$ cat src/rtl/nibble_serial_adder.sv
// Wide adder that walks an N-nibble operand pair through a single 4-bit
// ripple-carry slice, LSB nibble first, with the inter-nibble carry registered.

module nibble_add4 (
  input  logic [3:0] i_a,
  input  logic [3:0] i_b,
  input  logic       i_c,
  output logic [3:0] o_s,
  output logic       o_c3,
  output logic       o_c4
);
  logic [4:0] w_c;

  assign w_c[0] = i_c;
  for (genvar g = 0; g < 4; g++) begin : g_bit
    assign o_s[g]   = i_a[g] ^ i_b[g] ^ w_c[g];
    assign w_c[g+1] = (i_a[g] & i_b[g]) | (w_c[g] & (i_a[g] ^ i_b[g]));
  end
  // Carry into bit 3 is needed for signed overflow of the top nibble.
  assign o_c3 = w_c[3];
  assign o_c4 = w_c[4];
endmodule

module nibble_serial_adder #(
  parameter int NIBBLES = 4
) (
  input  logic                 clk,
  input  logic                 rst,
  input  logic                 start,
  input  logic [4*NIBBLES-1:0] a,
  input  logic [4*NIBBLES-1:0] b,
  input  logic                 cin,
  output logic                 busy,
  output logic                 done,
  output logic [4*NIBBLES-1:0] sum,
  output logic                 cout,
  output logic                 ovf
);
  localparam int IW = (NIBBLES > 1) ? $clog2(NIBBLES) : 1;

  typedef enum logic [1:0] {S_IDLE, S_ADD, S_DONE} state_t;

  state_t                   r_state, w_next;
  logic [NIBBLES-1:0][3:0]  r_a, r_b, r_wsum, w_wsum_nx;
  logic [IW-1:0]            r_idx;
  logic                     r_carry;
  logic [4*NIBBLES-1:0]     r_sum;
  logic                     r_cout, r_ovf;
  logic [3:0]               w_s4;
  logic                     w_c3, w_c4;
  logic                     w_last, w_accept;

  nibble_add4 u_slice (
    .i_a  (r_a[r_idx]),
    .i_b  (r_b[r_idx]),
    .i_c  (r_carry),
    .o_s  (w_s4),
    .o_c3 (w_c3),
    .o_c4 (w_c4)
  );

  assign w_last   = (r_idx == IW'(NIBBLES - 1));
  assign w_accept = start && (r_state != S_ADD);

  always_comb begin
    w_wsum_nx        = r_wsum;
    w_wsum_nx[r_idx] = w_s4;
  end

  always_ff @(posedge clk) begin
    if (rst) r_state <= S_IDLE;
    else     r_state <= w_next;
  end

  always_comb begin
    w_next = r_state;
    case (r_state)
      S_IDLE:  if (start) w_next = S_ADD;
      S_ADD:   if (w_last) w_next = S_DONE;
      S_DONE:  w_next = start ? S_ADD : S_IDLE;
      default: w_next = S_IDLE;
    endcase
  end

  always_ff @(posedge clk) begin
    if (rst) begin
      r_a     <= '0;
      r_b     <= '0;
      r_wsum  <= '0;
      r_idx   <= '0;
      r_carry <= 1'b0;
      r_sum   <= '0;
      r_cout  <= 1'b0;
      r_ovf   <= 1'b0;
    end else if (w_accept) begin
      r_a     <= a;
      r_b     <= b;
      r_carry <= cin;
      r_idx   <= '0;
      r_wsum  <= '0;
    end else if (r_state == S_ADD) begin
      r_wsum  <= w_wsum_nx;
      r_carry <= w_c4;
      r_idx   <= r_idx + IW'(1);
      // Final nibble: publish the merged sum, not the stale working copy.
      if (w_last) begin
        r_sum  <= w_wsum_nx;
        r_cout <= w_c4;
        r_ovf  <= w_c3 ^ w_c4;
      end
    end
  end

  assign busy = (r_state == S_ADD);
  assign done = (r_state == S_DONE);
  assign sum  = r_sum;
  assign cout = r_cout;
  assign ovf  = r_ovf;
endmodule

$ cat config.mk
export PLATFORM = sky130hd
export DESIGN_NAME = nibble_serial_adder
export DESIGN_NICKNAME = d
export VERILOG_FILES = /design/src/rtl/nibble_serial_adder.sv
export SDC_FILE = /design/constraint.sdc
export NUM_CORES = 1
export LEC_CHECK = 0
export BUFFER_PORTS_ARGS = -buffer_cell sky130_fd_sc_hd__buf_2
export CAP_MARGIN = 10
export CORE_MARGIN = 5
export CORE_UTILIZATION = 59
export DETAILED_ROUTE_END_ITERATION = 8
export GPL_ROUTABILITY_DRIVEN = 0
export PLACE_DENSITY_LB_ADDON = 0.1
export SYNTH_ARGS = -nofsm -noshare
export SYNTH_HDL_FRONTEND = slang
export SYNTH_HIERARCHICAL = 1
export SYNTH_SLANG_ARGS = --single-unit
export TNS_END_PERCENT = 10
$ cat constraint.sdc
create_clock -name clk -period 8.3 [get_ports clk]
set_clock_uncertainty 0.1 [all_clocks]
set_input_delay 0.83 -clock clk [delete_from_list [all_inputs] [get_ports clk]]
set_output_delay 0.83 -clock clk [all_outputs]
set_load 0.01 [all_outputs]
* Yosys cells after proc, flatten, opt, wreduce, memory -nomap -nowiden
Index checks and enable logic that the tools add are counted.
** Storage, ports and cells
- Bits in registers :: 71
- Output and inout bits :: 20
- Input bits :: 36
- Logic and storage cells :: 69
** Cells by class
- Reductions and logical operators :: 7
- Add/subtract/negate cells :: 1
- Multiplexer cells :: 13
- $lt $le $gt $ge :: 2
- Bitwise gates (word level) :: 22
- Equality and inequality tests :: 6
** Operator list (number)
- binary-select mux 4 bit (select 2 bit) :: 2
- bitwise mux 16 bit :: 1
- 2-to-1 mux 4 bit :: 3
- bitwise XOR 1 bit :: 9
- AND 1 bit :: 8
- demux 4 bit (select 2 bit) :: 1
- case mux 2 bit (3 select lines) :: 1
- equality test 2 bit (second input constant) :: 2
- 2-to-1 mux 2 bit :: 2
- inequality test 2 x 1 -> 1 bit (second input constant) :: 2
- OR 1 bit :: 4
- less-than comparator 2 x 3 -> 1 bit (second input constant) :: 1
- 2-to-1 mux 1 bit :: 3
- AND reduction 3 bit :: 1
- adder 2 x 1 -> 2 bit (second input constant) :: 1
- equality test 2 x 1 -> 1 bit (second input constant) :: 1
- >= comparator 2 x 1 -> 1 bit (second input constant) :: 1
- logical AND 1 bit :: 2
- logical NOT 2 bit :: 1
- inequality test 2 bit (second input constant) :: 1
- AND reduction 2 bit :: 1
- nonzero test 2 bit :: 1
- OR reduction 2 bit :: 1
- inverter 1 bit :: 1

* Depth between registers and ports, before layout
Gate-level depths: netlist of the first run.
- Depth after elaboration :: 13
- Gate-level depth with buffers :: 10
- Gate-level depth less buffers :: 9

* Cells and area by module
Netlist of the first run, hierarchy kept.
** Modules (own cells, without submodules)
- nibble_serial_adder :: cells each 322, area each 2907.8 µm², times used 1
- nibble_add4 :: cells each 12, area each 110.1 µm², times used 1

* Worst setup path before layout of the first run
OpenSTA, ideal clock, no wires.
- Kind :: register -> register
- Start :: reg r_idx[0]
- End :: reg r_sum[3] (netlist: sum[3])
- Library setup time :: 0.086 ns
- Arrival :: 2.887 ns
- Cell stages (with the launch flop) :: 11
- Period minus slack after synthesis :: 3.072 ns
- Path buffers :: 1
- Path slack :: 5.228 ns
- Cells stage by stage :: dfxtp_1 -> buf_2 -> mux4_2 -> fa_1 -> inv_1 -> fa_1 -> fa_1 -> inv_1 -> fa_1 -> mux2i_1 -> a211oi_1
** On the way
- Longest elaborated chain between the ends :: 11
** Ends and longest elaborated chain
- start, declared :: RTL line 45 : logic [IW-1:0] r_idx;
- start signal, assigned :: RTL line 104 : r_idx <= r_idx + IW'(1);
- binary-select mux 4 bit (select 2 bit) (on tied branches) :: RTL line 54, 55
- 2-to-1 mux 4 bit (on tied branches) :: RTL line 54, 55
- bitwise XOR 1 bit :: RTL line 17 : assign w_c[g+1] = (i_a[g] & i_b[g]) | (w_c[g] & (i_a[g] ^ i_b[g]));
- AND 1 bit :: RTL line 17
- OR 1 bit :: RTL line 17
- AND 1 bit :: RTL line 17
- OR 1 bit :: RTL line 17
- AND 1 bit :: RTL line 17
- OR 1 bit (*) :: RTL line 17
- via w_c3 :: RTL line 50 : logic w_c3, w_c4;
- bitwise XOR 1 bit (*) :: RTL line 16 : assign o_s[g] = i_a[g] ^ i_b[g] ^ w_c[g];
- via w_s4[3] :: RTL line 49 : logic [3:0] w_s4;
- bitwise mux 16 bit (*) :: RTL line 67 : w_wsum_nx[r_idx] = w_s4;
- end signal, assigned :: RTL line 107 : r_sum <= w_wsum_nx;
- end, declared :: RTL line 47 : logic [4*NIBBLES-1:0] r_sum;
Mark *: on every way through the listed nets, which the timed path passes. The rest lies on a longest branch. The select of a mux whose other input is x is not followed.
A chain may end at the register's enable or synchronous reset.

* Final worst setup path of the first run
- Start :: reg r_idx[0]
- End :: reg r_sum[11] (netlist: sum[11])
Same word-level chain as after synthesis.

==> summary.txt, run 1 <==
STA
  • Min Tclk post-route: roughly 3400 ps
  • Fmax: about 0.29 GHz
  • Period utilisation layout: 41.3%
  • Slew Limit Headroom: 33.9%
  • Final setup fails: 0
  • Setup_tns: 0 ps
  • Final Hold Vio Count: 0
  • RSZ-0062 raised after global routing: false
  • Worst Tran Pin Value: 992 ps
  • Final Max Slew Viols: 0
  • Final worst setup slack: 4870 ps

Synthesis
  • EDFF count, synth: 0
  • Synth top area cells: dfxtp_1, nand3_1, a21oi_1, mux4_2, o21ai_0
  • Mapped Cells: 334
  • Distinct cells, synth: 27
  • Top_reg_cell synth: dfxtp_1
  • Yosys top cell by area: dfxtp_1
  • Syn nets: approximately 380
  • Ys Warns: 6
  • Top cell type's share of synthesized area: 44.4%
  • Mapped cell area: 0.00302 mm2
  • Sequential fraction of the synthesis area: 44.4%
  • Ys async rst share: 0%
  • Register bit total from synthesis: 67
  • Syn avg cell area: 9.04 um2

CTS
  • CTS tree: built
  • Post-CTS setup buffer count: 0
  • Num Clock Sinks: 67
  • Max clock buf depth: 2
  • CTS Hold Bufs: 0
  • Clock root cell: clkbuf_8
  • Clock Latency Late Sink: around 340 ps
  • H-tree depth: 3
  • Clock buffer count from CTS: 9
  • Cts repair resizes: 0
  • Clk pin slew, worst setup/hold paths: around 60 ps

Final layout
  • Share of cells above drive strength 1: 22.9%
  • Fin nets: 410
  • Final core utilization: roughly two thirds
  • Filler cell count: between 400 and 500
  • Area growth, synth to finish: 12.3%
  • # diodes: 0

Worst setup path
  • Crit path largest cell delay: 760 ps
  • Crit Path Max Fanout: 12
  • Worst Setup Path Type: flip-flop to flip-flop
  • CP max-delay cell: dfxtp_1
  • Startpoint Class: flip-flop
  • Data arrival, critical path: 3580 ps
  • Most used cell, CP: fa_1
  • Critical path required time: 8450 ps
  • Sequence of cells on the critical path: mux4_2 > fa_1 > inv_1 > fa_1 > fa_1 > inv_1 > fa_1 > mux2i_1 > a211oi_1
  • Crit end category: flip-flop

Routing
  • Post-DR vias/cell: 5.62
  • Routed wire length per instance: 14.1 um
  • Drt total wl: 6240 um
  • DRC errors left: 0
  • Initial DRC count: ~190
  • Routed Antenna Nets: 0
  • DR vias: 2480
  • TritonRoute pass-1 iters: 4

Pwr
  • PD cells: ~200 mW/mm2
  • IR drop worst, VDD: 0.000121 V
  • Overall power: 0.000681 W
  • Static Leak: ~1.3 nW

Placement
  • IO buf count: between 50 and 60
  • Post-DP HPWL: 4030 um
  • Post-place setup slack: 4850 ps

Die
  • Die Wd: 81.5 um
  • Core area: 0.00504 mm2
  • Core Rows: 26
  • Initial core utilization: 59.9%
  • DIE HEIGHT: 81.5 um
  • Ports: 56
  • Die area: about 0.0066 mm2

Global route
  • Initial antenna violation count: 0
  • Largest net degree at the start of global routing: 55
  • Global Route Usage Sum: 21.3%
  • Vias in the first global route: 2338
  • Global-route wire length before repair: 10800 um
  • Global route overflow: 0

Run status
  • Outcome: finished clean

Min path
  • Tightest Hold Check Type: flip-flop to flip-flop

Flow run
  • Number of max-capacitance violations reported: 0
power by group:
group	switching (W)	internal (W)
sequential	0.00000867	0.000333
combinational	0.0000484	0.0000299
clock	0.000114	0.000147
registers in the layout, indices dropped and copies added (netlist names):
name and count:
cout 1, sum 16, ovf 1, r_state 2, r_idx 2, r_wsum 12, r_a 16, r_b 16
r_carry 1
critical path: cells and delay by family, from the launching register on:
kind | cells | cell delay, ps
adders and majority gates | 4 | 1400
muxes | 2 | 730
buffers and inverters | 2 | 130
DFF | 1 | 760
AOI/OAI and AO/OA | 1 | 230
final cells by class:
type	count	area (um2)	share of cell area (%)
clock buffer	14	153	4.51
clock inverter	2	35.0	1.03
inverter	12	45.0	1.33
multi-input combinational	221	1450	42.8
sequential	67	1340	39.6
tap	70	87.6	2.58
timing repair buffer	55	275	8.12
routing by layer:
layer / track usage [%] / wire length, um
met5: 0 / 0
met4: 12.3 / 200
met3: 5.04 / 383
met2: 33.8 / 2860
met1: 26.3 / 2800
synthesized netlist by cell type, types with 2 or more instances:
| cell type | count |
|---|---|
| ha_1 | 4 |
| mux2i_1 | 13 |
| buf_1 | 3 |
| buf_2 | 9 |
| a21oi_2 | 7 |
| nand2_1 | 24 |
| fa_1 | 4 |
| a211oi_1 | 14 |
| inv_1 | 11 |
| nand3_1 | 44 |
| o21ai_0 | 32 |
| clkbuf_1 | 14 |
| xnor2_1 | 2 |
| nor2_1 | 16 |
| a21oi_1 | 43 |
| mux4_2 | 8 |
| nand3b_1 | 4 |
| buf_6 | 3 |
| dfxtp_1 | 67 |
| buf_4 | 5 |
cells by family after synthesis:
family,Yosys count,share of synthesized area (%)
multiplexers,21,10.3
buffers and inverters,46,7.46
adder cells (fa/ha/maj),8,4.31
XOR/XNOR,2,0.581
AO/OA/AOI/OAI,98,18.5
AND/OR/NAND/NOR,92,14.4
flip-flops,67,44.4
cell usage in the layout (no fill, tap or decap), drive strengths merged:
master	synthesis	layout
nor2b	1	1
fa	4	4
inv	12	12
a21o	1	1
o21ai	32	32
nand3b	4	4
a21oi	50	50
and3b	1	1
clkinv	0	1
nand2b	1	1
clkbuf	14	14
nor2	17	17
buf	20	55
dfxtp	67	67
bufinv	0	1
xnor2	2	2
nand3	44	44
mux2i	13	13
a211oi	14	14
nand2	24	24
mux4	8	8
ha	4	4
o22a	1	1
final timing paths:
kind | startpoint | endpoint | slack [ps] | cells after the start
max | r_idx[0] | sum[11] | 4870 | 9
min reg2reg | cout | cout | 350 | 2
min | cout | cout | 350 | 2
max reg2reg | r_idx[0] | sum[11] | 4870 | 9
metrics by stage:
| step | hold slack (ps) | cell area (um2) | std cells |
|---|---|---|---|
| 2_1_floorplan | 332 | 3020 | 334 |
| 3_3_place_gp | 341 | 3200 | 425 |
| 3_5_place_dp | 348 | 3200 | 425 |
| 4_1_cts | 357 | 3390 | 441 |
| 5_1_grt | 374 | 3390 | 441 |
| 6_report | 353 | 3390 | 441 |
(Power assumes the default switching activity.)
==> run 2: changes to the inputs <==
- CORE_UTILIZATION: 59 -> 49
- clock period: 8.3 -> 3.14 ns (I/O delays scaled with it)
==> summary.txt, run 2 (synthesized netlist as in run 1, its figures left out) <==
Global route
  • Global Route Usage Sum: 18.2% (-3.1 points)
  • Vias in the first global route: 2351 (+0.56%)
  • Largest net degree at the start of global routing: 54 (-1.8%)
  • Global route overflow: 0 (unchanged)
  • Global-route wire length before repair: 11000 um (+2.6%)
  • Initial antenna violation count: 0 (unchanged)

Routing
  • Post-DR vias/cell: 5.44 (-3.2%)
  • Drt total wl: 6570 um (+5.2%)
  • Met1 WL: 3120 um (+12%)
  • Initial DRC count: 124 (-33%)
  • Met3 WL: 361 um (-5.7%)
  • Detail Route met2 WL: 3030 um (+6.0%)
  • DRC errors left: 0 (unchanged)
  • Top Layer Used: met4
  • Routed Antenna Nets: 0 (unchanged)
  • Routed wire length per instance: 14.5 um (+2.2%)
  • DR vias: 2472 (-0.32%)
  • TritonRoute pass-1 iters: 4 (unchanged)

Worst setup path
  • Startpoint Class: flip-flop
  • Crit path largest cell delay: 610 ps (-150 ps)
  • Worst Setup Path Type: flip-flop to flip-flop
  • Critical path required time: 3290 ps (-5160 ps)
  • CP max-delay cell: fa_2
  • Most used cell, CP: fa_1
  • Crit Path Max Fanout: 7 (-5)
  • Crit end category: flip-flop
  • Sequence of cells on the critical path: mux4_2 > fa_1 > inv_1 > fa_1 > fa_1 > inv_1 > fa_2 > mux2i_1 > a211oi_1
  • Data arrival, critical path: 3080 ps (-500 ps)

CTS
  • Clock buffer count from CTS: 9 (unchanged)
  • Clock Latency Late Sink: 340 ps (about the same)
  • Cts repair resizes: 0 (unchanged)
  • CTS tree: built
  • Num Clock Sinks: 67 (unchanged)
  • Clk pin slew, worst setup/hold paths: 70 ps (about the same)
  • CTS Hold Bufs: 0 (unchanged)
  • Max clock buf depth: 2 (unchanged)
  • H-tree depth: 3 (unchanged)
  • Post-CTS setup buffer count: 0 (unchanged)
  • Clock root cell: clkbuf_8

Placement
  • Post-DP HPWL: 4360 um (+8.2%)
  • IO buf count: 55 (unchanged)
  • Cell Area, Placed: 0.00327 mm2 (+2.1%)
  • Post-place setup slack: 104 ps (-4740 ps)

Pwr
  • PD cells: 519 mW/mm2 (+160%)
  • IR drop worst, VDD: 0.000338 V (+180%)
  • Static Leak: 1.32 nW (+3.5%)

Final layout
  • Fin nets: 418 (+2.0%)
  • # diodes: 0 (unchanged)
  • Area growth, synth to finish: 14.7%
  • Commonest cells after routing, fill and taps aside: dfxtp_1, buf_2, nand3_1
  • Final core utilization: 58.1% (-9.1 points)
  • Share of cells above drive strength 1: 25.6% (+2.7 points)
  • Most common cell after layout, fill and taps aside: dfxtp_1
  • Final instance area: 0.00346 mm2 (+2.2%)

STA
  • Fmax: 0.341 GHz (+17%)
  • Final worst setup slack: 209 ps (-4660 ps)
  • Final Hold Vio Count: 0 (unchanged)
  • Slew Limit Headroom: 44.6% (+11 points)
  • RSZ-0062 raised after global routing: false
  • Min Tclk post-route: 2930 ps (-499 ps)
  • Worst Tran Pin Value: 830 ps (-162 ps)
  • Setup_tns: 0 ps (unchanged)
  • Final setup fails: 0 (unchanged)
  • Final Max Slew Viols: 0 (unchanged)
  • Period utilisation layout: 93.3% (+52 points)

Die
  • Core Rows: 28 (+7.7%)
  • Ports: 56 (unchanged)
  • DIE HEIGHT: 88.5 um (+8.5%)
  • Initial core utilization: 50.7% (-9.2 points)
  • Die Wd: 88.5 um (+8.5%)
  • Die area: 0.00783 mm2 (+18%)
  • Core area: 0.00596 mm2 (+18%)

Run status
  • Outcome: finished clean

Min path
  • Tightest Hold Check Type: primary input to flip-flop

Flow run
  • Number of max-capacitance violations reported: 0 (unchanged)
run 2: power breakdown:
part	internal, W	switching [W]	total (W)
combinational	0.0000855	0.000137	0.000222
clock	0.000373	0.000302	0.000675
sequential	0.000881	0.0000179	0.000899
run 2: final cells by class:
cell class	instances	area, um2
Fill cell	589	2490
Multi-Input combinational cell	221	1450
Sequential cell	67	1340
Timing Repair Buffer	63	335
Clock buffer	15	186
Tap cell	75	93.8
Inverter	12	45.0
Clock inverter	1	5.00
run 2: per-stage QoR:
step                      hold slack, ps  instances  total power [W]
after floorplan                      332        334          0.00108
after global placement               340        438          0.00114
after detailed placement             347        438          0.00114
after CTS                            100        454          0.00182
after global routing                 110        454          0.00189
final                                118        454          0.00180
run 2: final timing paths:
kind / startpoint / cells past startpoint / to / slack [ps]
worst max-delay path: r_idx[0] / 9 / sum[11] / 210
worst max register to register: r_idx[0] / 9 / sum[11] / 210
worst min-delay path: a[14] / 3 / r_a[14] / 120
worst min register to register: cout / 2 / cout / 350
run 2: worst max-delay path, delay by kind of cell, from the launching register on:
kind | cells | cell delay [ps]
AO/OA/AOI/OAI | 1 | 240
adder cells (fa/ha/maj) | 4 | 1370
buffers and inverters | 2 | 150
flip-flops | 1 | 370
multiplexers | 2 | 620
run 2: per-layer routing:
layer,global-route usage (%),vias up
met5,0,-
met4,4.95,0
met2,29.3,55
li1,-,1249
met1,23.6,1162
met3,5.87,6
